<file path="src/rtl/branch_pkg.sv">
// Shared constants for EX-stage branch resolution: funct3 encodings,
// 2-bit BHT counter states and the sequential PC step.
package branch_pkg;

    localparam logic [2:0] F3_BEQ  = 3'b000;
    localparam logic [2:0] F3_BNE  = 3'b001;
    localparam logic [2:0] F3_BLT  = 3'b100;
    localparam logic [2:0] F3_BGE  = 3'b101;
    localparam logic [2:0] F3_BLTU = 3'b110;
    localparam logic [2:0] F3_BGEU = 3'b111;

    localparam logic [1:0] SNT = 2'b00;
    localparam logic [1:0] WNT = 2'b01;
    localparam logic [1:0] WT  = 2'b10;
    localparam logic [1:0] ST  = 2'b11;

    localparam int PC_STEP = 4;

endpackage

</file>
<file path="src/rtl/bht_2bit.sv">
// Direct-mapped table of 2-bit saturating direction counters.
// Asynchronous read for IF; single write port from EX; reset to weakly-not-taken.
module bht_2bit
    import branch_pkg::*;
#(
    parameter int BHT_DEPTH = 16,
    localparam int IDX_W    = $clog2(BHT_DEPTH)
) (
    input  logic             clk,
    input  logic             reset,
    input  logic [IDX_W-1:0] rd_idx,
    output logic [1:0]       rd_ctr,
    input  logic             wr_en,
    input  logic [IDX_W-1:0] wr_idx,
    input  logic             wr_taken
);

    logic [1:0] ctr [BHT_DEPTH];

    // Read sees the pre-update value when IF and EX hit the same entry.
    assign rd_ctr = ctr[rd_idx];

    always_ff @(posedge clk) begin
        if (reset) begin
            for (int i = 0; i < BHT_DEPTH; i++) begin
                ctr[i] <= WNT;
            end
        end else if (wr_en) begin
            if (wr_taken && ctr[wr_idx] != ST) begin
                ctr[wr_idx] <= ctr[wr_idx] + 2'd1;
            end else if (!wr_taken && ctr[wr_idx] != SNT) begin
                ctr[wr_idx] <= ctr[wr_idx] - 2'd1;
            end
        end
    end

endmodule

</file>
<file path="src/rtl/branch_resolve_unit.sv">
// EX-stage branch/jump resolution: condition evaluation, target generation,
// registered redirect to IF/ID, BHT training and saturating perf counters.
module branch_resolve_unit
    import branch_pkg::*;
#(
    parameter int XLEN      = 64,
    parameter int BHT_DEPTH = 16,
    parameter int CNT_W     = 32
) (
    input  logic             clk,
    input  logic             reset,
    input  logic [XLEN-1:0]  if_pc,
    output logic             if_pred_taken,
    input  logic             ex_valid,
    input  logic             ex_branch,
    input  logic             ex_jal,
    input  logic             ex_jalr,
    input  logic [2:0]       ex_funct3,
    input  logic [XLEN-1:0]  ex_rs1,
    input  logic [XLEN-1:0]  ex_rs2,
    input  logic [XLEN-1:0]  ex_pc,
    input  logic [XLEN-1:0]  ex_imm,
    input  logic             ex_pred_taken,
    output logic             redirect_valid,
    output logic [XLEN-1:0]  redirect_pc,
    output logic             illegal_funct,
    output logic [CNT_W-1:0] branch_count,
    output logic [CNT_W-1:0] mispredict_count
);

    localparam int IDX_W = $clog2(BHT_DEPTH);

    logic signed [XLEN-1:0] rs1_s;
    logic signed [XLEN-1:0] rs2_s;
    logic            cond_true;
    logic            f3_legal;
    logic            resolve;
    logic            br_legal;
    logic            br_illegal;
    logic            actual_taken;
    logic            mispredict;
    logic [XLEN-1:0] fall_pc;
    logic [XLEN-1:0] pc_target;
    logic [XLEN-1:0] jalr_sum;
    logic [XLEN-1:0] taken_pc;
    logic [XLEN-1:0] next_pc;
    logic [1:0]      if_ctr;
    logic            unused_bits;

    assign rs1_s = ex_rs1;
    assign rs2_s = ex_rs2;

    always_comb begin
        cond_true = 1'b0;
        f3_legal  = 1'b1;
        case (ex_funct3)
            F3_BEQ:  cond_true = (ex_rs1 == ex_rs2);
            F3_BNE:  cond_true = (ex_rs1 != ex_rs2);
            F3_BLT:  cond_true = (rs1_s < rs2_s);
            F3_BGE:  cond_true = (rs1_s >= rs2_s);
            F3_BLTU: cond_true = (ex_rs1 < ex_rs2);
            F3_BGEU: cond_true = (ex_rs1 >= ex_rs2);
            default: f3_legal  = 1'b0;
        endcase
    end

    // The EX instruction during a redirect cycle is wrong-path and ignored.
    assign resolve    = ex_valid && !redirect_valid;
    assign br_legal   = resolve && ex_branch && f3_legal;
    assign br_illegal = resolve && ex_branch && !f3_legal;

    assign fall_pc   = ex_pc + XLEN'(PC_STEP);
    assign pc_target = ex_pc + ex_imm;
    assign jalr_sum  = ex_rs1 + ex_imm;

    always_comb begin
        actual_taken = 1'b0;
        mispredict   = 1'b0;
        taken_pc     = pc_target;
        if (br_legal) begin
            actual_taken = cond_true;
            mispredict   = (cond_true != ex_pred_taken);
        end else if (resolve && ex_jal) begin
            actual_taken = 1'b1;
            mispredict   = !ex_pred_taken;
        end else if (resolve && ex_jalr) begin
            actual_taken = 1'b1;
            mispredict   = 1'b1;
            taken_pc     = {jalr_sum[XLEN-1:1], 1'b0};
        end
    end

    assign next_pc = actual_taken ? taken_pc : fall_pc;

    always_ff @(posedge clk) begin
        if (reset) begin
            redirect_valid   <= 1'b0;
            redirect_pc      <= '0;
            illegal_funct    <= 1'b0;
            branch_count     <= '0;
            mispredict_count <= '0;
        end else begin
            redirect_valid <= mispredict;
            illegal_funct  <= br_illegal;
            if (mispredict) begin
                redirect_pc <= next_pc;
            end
            if (br_legal && branch_count != '1) begin
                branch_count <= branch_count + CNT_W'(1);
            end
            if (mispredict && mispredict_count != '1) begin
                mispredict_count <= mispredict_count + CNT_W'(1);
            end
        end
    end

    bht_2bit #(
        .BHT_DEPTH (BHT_DEPTH)
    ) u_bht (
        .clk      (clk),
        .reset    (reset),
        .rd_idx   (if_pc[IDX_W+1:2]),
        .rd_ctr   (if_ctr),
        .wr_en    (br_legal),
        .wr_idx   (ex_pc[IDX_W+1:2]),
        .wr_taken (actual_taken)
    );

    assign if_pred_taken = if_ctr[1];

    assign unused_bits = ^{if_pc[XLEN-1:IDX_W+2], if_pc[1:0], if_ctr[0]};

endmodule

</file>
<file path="config.mk">
export PLATFORM = sky130hd
export DESIGN_NAME = branch_resolve_unit
export DESIGN_NICKNAME = d
export VERILOG_FILES = /design/src/rtl/branch_pkg.sv /design/src/rtl/bht_2bit.sv /design/src/rtl/branch_resolve_unit.sv
export SDC_FILE = /design/constraint.sdc
export NUM_CORES = 1
export LEC_CHECK = 0
export CORE_UTILIZATION = 40
export CTS_CLUSTER_DIAMETER = 120
export DETAILED_ROUTE_END_ITERATION = 12
export GPL_TIMING_DRIVEN = 0
export MAX_ROUTING_LAYER = met4
export PLACE_DENSITY = 0.71
export SLEW_MARGIN = 5
export SYNTH_ARGS = -nofsm -noshare
export SYNTH_HDL_FRONTEND = slang
export SYNTH_SLANG_ARGS = --single-unit
</file>
<file path="constraint.sdc">
create_clock -name clk -period 4.5 [get_ports clk]
set_input_delay 0.9 -clock clk [delete_from_list [all_inputs] [get_ports clk]]
set_output_delay 0.9 -clock clk [all_outputs]
set_load 0.02 [all_outputs]
</file>
After elaboration in Yosys (flattened, before gate mapping)
Memory sizes are Yosys's and may differ from the RTL's.
Index checks and enable logic that the tools add are counted.
- register bits: 130
- RAM bits: 32
- input bits: 330
- output and inout bits: 131
- word-level logic and storage cells: 73
- memories kept: 1
- memories (name ; words ; width ; read ports ; clocked after Yosys merged registers in ; write ports ; line ; RTL):
    u_bht.ctr ; 16 ; 2 ; 2 ; 0 ; 16 ; bht_2bit.sv:18 ; logic [1:0] ctr [BHT_DEPTH];
- add/subtract/negate cells: 7
- order comparisons: 4
- eq/ne operators: 11
- muxes and demuxes: 26
- bitwise gates (word level): 1
- reduce and logical (&&, ||, !) cells: 18
- operators by type and width (kind ; number):
    2-to-1 mux 64 bit ; 4
    adder 64 bit ; 2
    >= comparator 64 bit ; 2
    < comparator 64 bit ; 2
    adder 32 x 1 -> 32 bit, second input constant ; 2
    adder 64 x 3 -> 64 bit, second input constant ; 1
    == test 64 bit ; 1
    != test 32 bit, second input constant ; 2
    != test 64 bit ; 1
    2-to-1 mux 1 bit ; 18
    == test 3 bit, second input constant ; 4
    logical AND 1 bit ; 10
    case mux 1 bit (6 select lines) ; 1
    OR reduction 6 bit ; 1
    zero test 1 bit ; 4
    2-to-1 mux 2 bit ; 2
    2-to-1 mux 4 bit ; 1
    == test 3 x 1 -> 1 bit, second input constant ; 1
    zero test 3 bit ; 1
    adder 2 x 1 -> 2 bit, second input constant ; 1
    != test 2 bit, second input constant ; 1
    nonzero test 2 bit ; 1
    OR reduction 2 bit ; 1
    subtractor 2 x 1 -> 2 bit, second input constant ; 1
    other kinds (2) ; 2

Depth between registers and ports, before layout
- depth after elaboration: 16
- depth in mapped cells: 15
- gate-level depth less buffers: 14

Modules after synthesis
A second synthesis with hierarchy kept.
- cells, all modules: 2498
- area total of the unflattened synthesis: 18562.8 sq um
- by module, submodules not included (module ; times used ; cells an instance ; area each (sq um) ; sequential area each (sq um)):
    branch_resolve_unit ; 1 ; 2333 ; 16439.5 ; 2602.5
    bht_2bit ; 1 ; 165 ; 2123.3 ; 960.9

Least setup slack after synthesis
No wires, ideal clock.
- kind: input to register
- start point: input port ex_rs2[7]
- end point: memory u_bht.ctr[14][0], enable pin
- library setup time: 316 ps
- data arrival time: 3842 ps
- required time: 4184 ps
- slack: 342 ps
- cell stages on the path: 14
- buffers on the path: 1
- path through: inv_1 ha_1 a41oi_2 o21ai_1 a221o_1 o31ai_1 nand4b_1 a21bo_1 a211o_4 nand2b_1 a211oi_1 buf_2 nand2_1 o21bai_1
- RTL lines (element ; line ; RTL):
    start: declaration ; branch_resolve_unit.sv:20 ; input logic [XLEN-1:0] ex_rs2,
    end: declaration ; bht_2bit.sv:18 ;

Final worst setup path
- start point: input port ex_rs1[46]
- end point: register redirect_pc[11]
- longest elaborated chain between the ends: 4
- elaborated cells between the ends (all ways): 11
- those cells by class: order compare (4); eq/ne (3); mux (4)
- RTL lines (element ; line ; RTL):
    start: declaration ; branch_resolve_unit.sv:19 ; input logic [XLEN-1:0] ex_rs1,
    >= comparator 64 bit (tied with other cells) ; branch_resolve_unit.sv:62 ; F3_BGEU: cond_true = (ex_rs1 >= ex_rs2);
    case mux 1 bit (6 select lines) (*) ; branch_resolve_unit.sv:56 ; case (ex_funct3)
    2-to-1 mux 1 bit / != test 1 bit (equally long branches) ; branch_resolve_unit.sv:80, branch_resolve_unit.sv:82 ;
    2-to-1 mux 64 bit / 2-to-1 mux 1 bit (equally long branches) ; branch_resolve_unit.sv:93, branch_resolve_unit.sv:80 ;
    end signal: assignment ; branch_resolve_unit.sv:106 ; redirect_pc <= next_pc;
    end: declaration ; branch_resolve_unit.sv:25 ; output logic [XLEN-1:0] redirect_pc,
Every way passes the cells marked *; elsewhere a longest branch is shown, timed or not.
A chain may end at the register's enable or synchronous reset.

==> results.json <==
{
  "hold_buffers": 0,
  "slew_viol_final": 0,
  "fin_util": 0.569,
  "grt_overflow": 0,
  "core_sq_um": 44600,
  "critPathCapture": "redirect_pc[11]",
  "synth_cells": 2436,
  "ys_warn_count": 0,
  "design.die.area_sq_um": 46500,
  "async_reset_ff_frac": 0,
  "place_ws_ns": -2.42,
  "tightest_slew_ns": 1.07,
  "htreeDepth": 4,
  "cts_tree": "built",
  "p_total_mw": 5.96,
  "synth_top_cell_by_area": "dfxtp_1",
  "crit_arrival_ns": 4.85,
  "r2r_setup_slack_ns": 0.84,
  "regToRegEndpoint": "mispredict_count[13]",
  "cts_inserted_buffers": 17,
  "post-dp-hpwl_um": 64900,
  "num_rows": 77,
  "setup_viol": 0,
  "top_layer": "met4",
  "cp_max_fo": 5,
  "hold_viol": 0,
  "synth_area_leaders": "dfxtp_1 14%, ha_1 13%, a21oi_1 7.1%",
  "cpMaxStageDelayCell": "clkdlybuf4s50_1",
  "drt_iter0_drc": 1828,
  "routedWlPerCell_um": 23.1,
  "r2r-start": "mispredict_count[7]",
  "post-route-period-util": 1.00,
  "layout_commonest_cell": "clkdlybuf4s50_1",
  "maxCapViolations": 0,
  "grt_pass1_vias": 20483,
  "synth.top_cell.area_share": 0.142,
  "synth-edff-count": 32,
  "peakVddDrop_uv": 239,
  "clock_latency_ns": 0.44,
  "drc": 0,
  "drive_gt1_frac": 0.106,
  "ys.flop_type": "dfxtp_1",
  "grt_max_degree": 17,
  "nNetsFinal": 3425,
  "grt_pass1_wl_um": 119000,
  "hp-class": "reg -> reg",
  "antenna_found_initial": 1,
  "endpoint_kind": "flip-flop",
  "critPathKind": "in -> reg",
  "max_slew_margin": 0.286,
  "ys_seq_elements": 162,
  "critical-path-max-stage-delay_ns": 0.54,
  "met1_length_um": 34500,
  "min_delay_path_depth": 2,
  "ys_seq_area_frac": 0.195,
  "fin_tns_setup_ns": 0,
  "grt_usage": 0.341,
  "io_buffers": 399,
  "crit_path_frequent_cell": "buf_6",
  "fmax_mhz": 222,
  "mostFrequentLayoutCells": "350 x clkdlybuf4s50_1, 294 x nand2_1, 249 x a21oi_1",
  "crit_chain": "clkdlybuf4s50_1, ha_4, nand4_1, nor3_1, a221o_1, o21ai_4, nand4b_1, buf_6, a21bo_4, a2111oi_4, a22oi_2, buf_4, o211ai_4, buf_6, clkbuf_16, buf_6, a211oi_2, nor3_1",
  "finalCriticalPeriod_ns": 4.50,
  "cts-root-buf": "clkbuf_16",
  "die_h_um": 216,
  "routed-wl-met2_um": 37600,
  "avgSynthCellArea_sq_um": 7.50,
  "cts_buffer_depth": 2,
  "dr_wl_met3_um": 5880,
  "routed_wl_um": 81100,
  "ant_nets": 0,
  "dr.pass1.iters": 5,
  "synth_nets": 2963,
  "die_w_um": 216,
  "start_util": 0.409,
  "synth_cell_types": 87,
  "setup_ws_ns": 0.00113,
  "io_pins": 461,
  "cts.sinks": 162,
  "run_status": "complete, no violations",
  "crit_required_ns": 4.85,
  "place_area_sq_um": 23000,
  "routabilityCongestion": 1.04,
  "synthToLayoutAreaGrowth_pct": 39.1,
  "critPathLaunch": "ex_rs1[46]",
  "synth.cell_area_sq_um": 18300,
  "path_clk_slew_ns": 0.08,
  "fin_area_sq_um": 25400,
  "p_per_area_nw_per_um2": 235,
  "cp-start-kind": "input pin",
  "route.vias.total": 21183,
  "leakage_nw": 9.90,
  "vias_per_cell": 6.05,
  "r2r_cells": 13,
  "clock_skew_ns": 0.0129
}
## stage by stage
stage               hold WS, ns  std cells
floorplan                 0.529       2436
finish                    0.459       3504
CTS                       0.458       3473
detailed placement        0.447       3427
global route              0.477       3504
global placement          0.441       3427
## power by group
group	internal, mW	leakage, nW	total, mW	switching [mW]
sequential	1.55	1.33	1.61	0.0571
combinational	1.16	8.26	2.78	1.62
clock	0.867	0.308	1.58	0.708
## flip-flops by register name (all words and copies together) (netlist names)
name and count:
mispredict_count 32, redirect_pc 64, illegal_funct 1, branch_count 32, u_bht.ctr 32, redirect_valid 1
## synthesized netlist by cell type (all sizes together), types with 43 or more instances
cell type,count
xor2,87
clkbuf,77
xnor2,108
nand3,100
or3,43
nor2,162
nor3,49
inv,126
nand2,298
o21ai,139
dfxtp,130
nand4,66
a21oi,258
o211ai,81
ha,195
## cells by family after synthesis
kind of cell               Yosys count  synth area share
buffers and inverters              226            0.0492
AOI/OAI and AO/OA                  746             0.266
DFF                                162             0.195
adders and majority gates          197             0.136
and+or+nand+nor                    882             0.235
muxes                               28            0.0258
xor gates and xnor gates           195            0.0935
## timing repair
action,4_1_cts,5_1_grt
setup buffers,16,29
pin swaps,19,43
resized for setup,120,211
cloned,1,2
endpoints found under the setup margin,161,159
## critical path, delay by kind of cell
family,cells,cell delay [ns]
AOI/OAI and AO/OA,7,1.77
buffers and inverters,6,1.30
and+or+nand+nor,4,0.65
adders and majority gates,1,0.23
## metal layers
| layer | vias to the layer above | GRT usage |
|---|---|---|
| li1 | 9921 | - |
| met2 | 1000 | 0.554 |
| met1 | 10071 | 0.436 |
| met4 | 0 | 0.121 |
| met3 | 191 | 0.0402 |
| met5 | - | - |
## area by class of cell
type / count / area (sq um)
Fill cell: 4101 / 19200
Multi-Input combinational cell: 2048 / 14900
Timing Repair Buffer: 446 / 4560
Sequential cell: 162 / 3560
Tap cell: 592 / 741
Buffer: 97 / 587
Inverter: 126 / 475
Clock buffer: 17 / 425
Clock inverter: 15 / 189
Antenna cell: 1 / 2.50
## worst min path at each step
stage               startpoint         endpoint  slack (ns)
2_1_floorplan  redirect_pc[20]  redirect_pc[20]        0.53
3_3_place_gp   redirect_pc[20]  redirect_pc[20]        0.44
3_5_place_dp   redirect_pc[17]  redirect_pc[17]        0.45
4_1_cts        redirect_pc[17]  redirect_pc[17]        0.46
5_1_grt        redirect_pc[24]  redirect_pc[24]        0.48
6_report       redirect_pc[10]  redirect_pc[10]        0.46
Power figures use the tool's default switching activity.
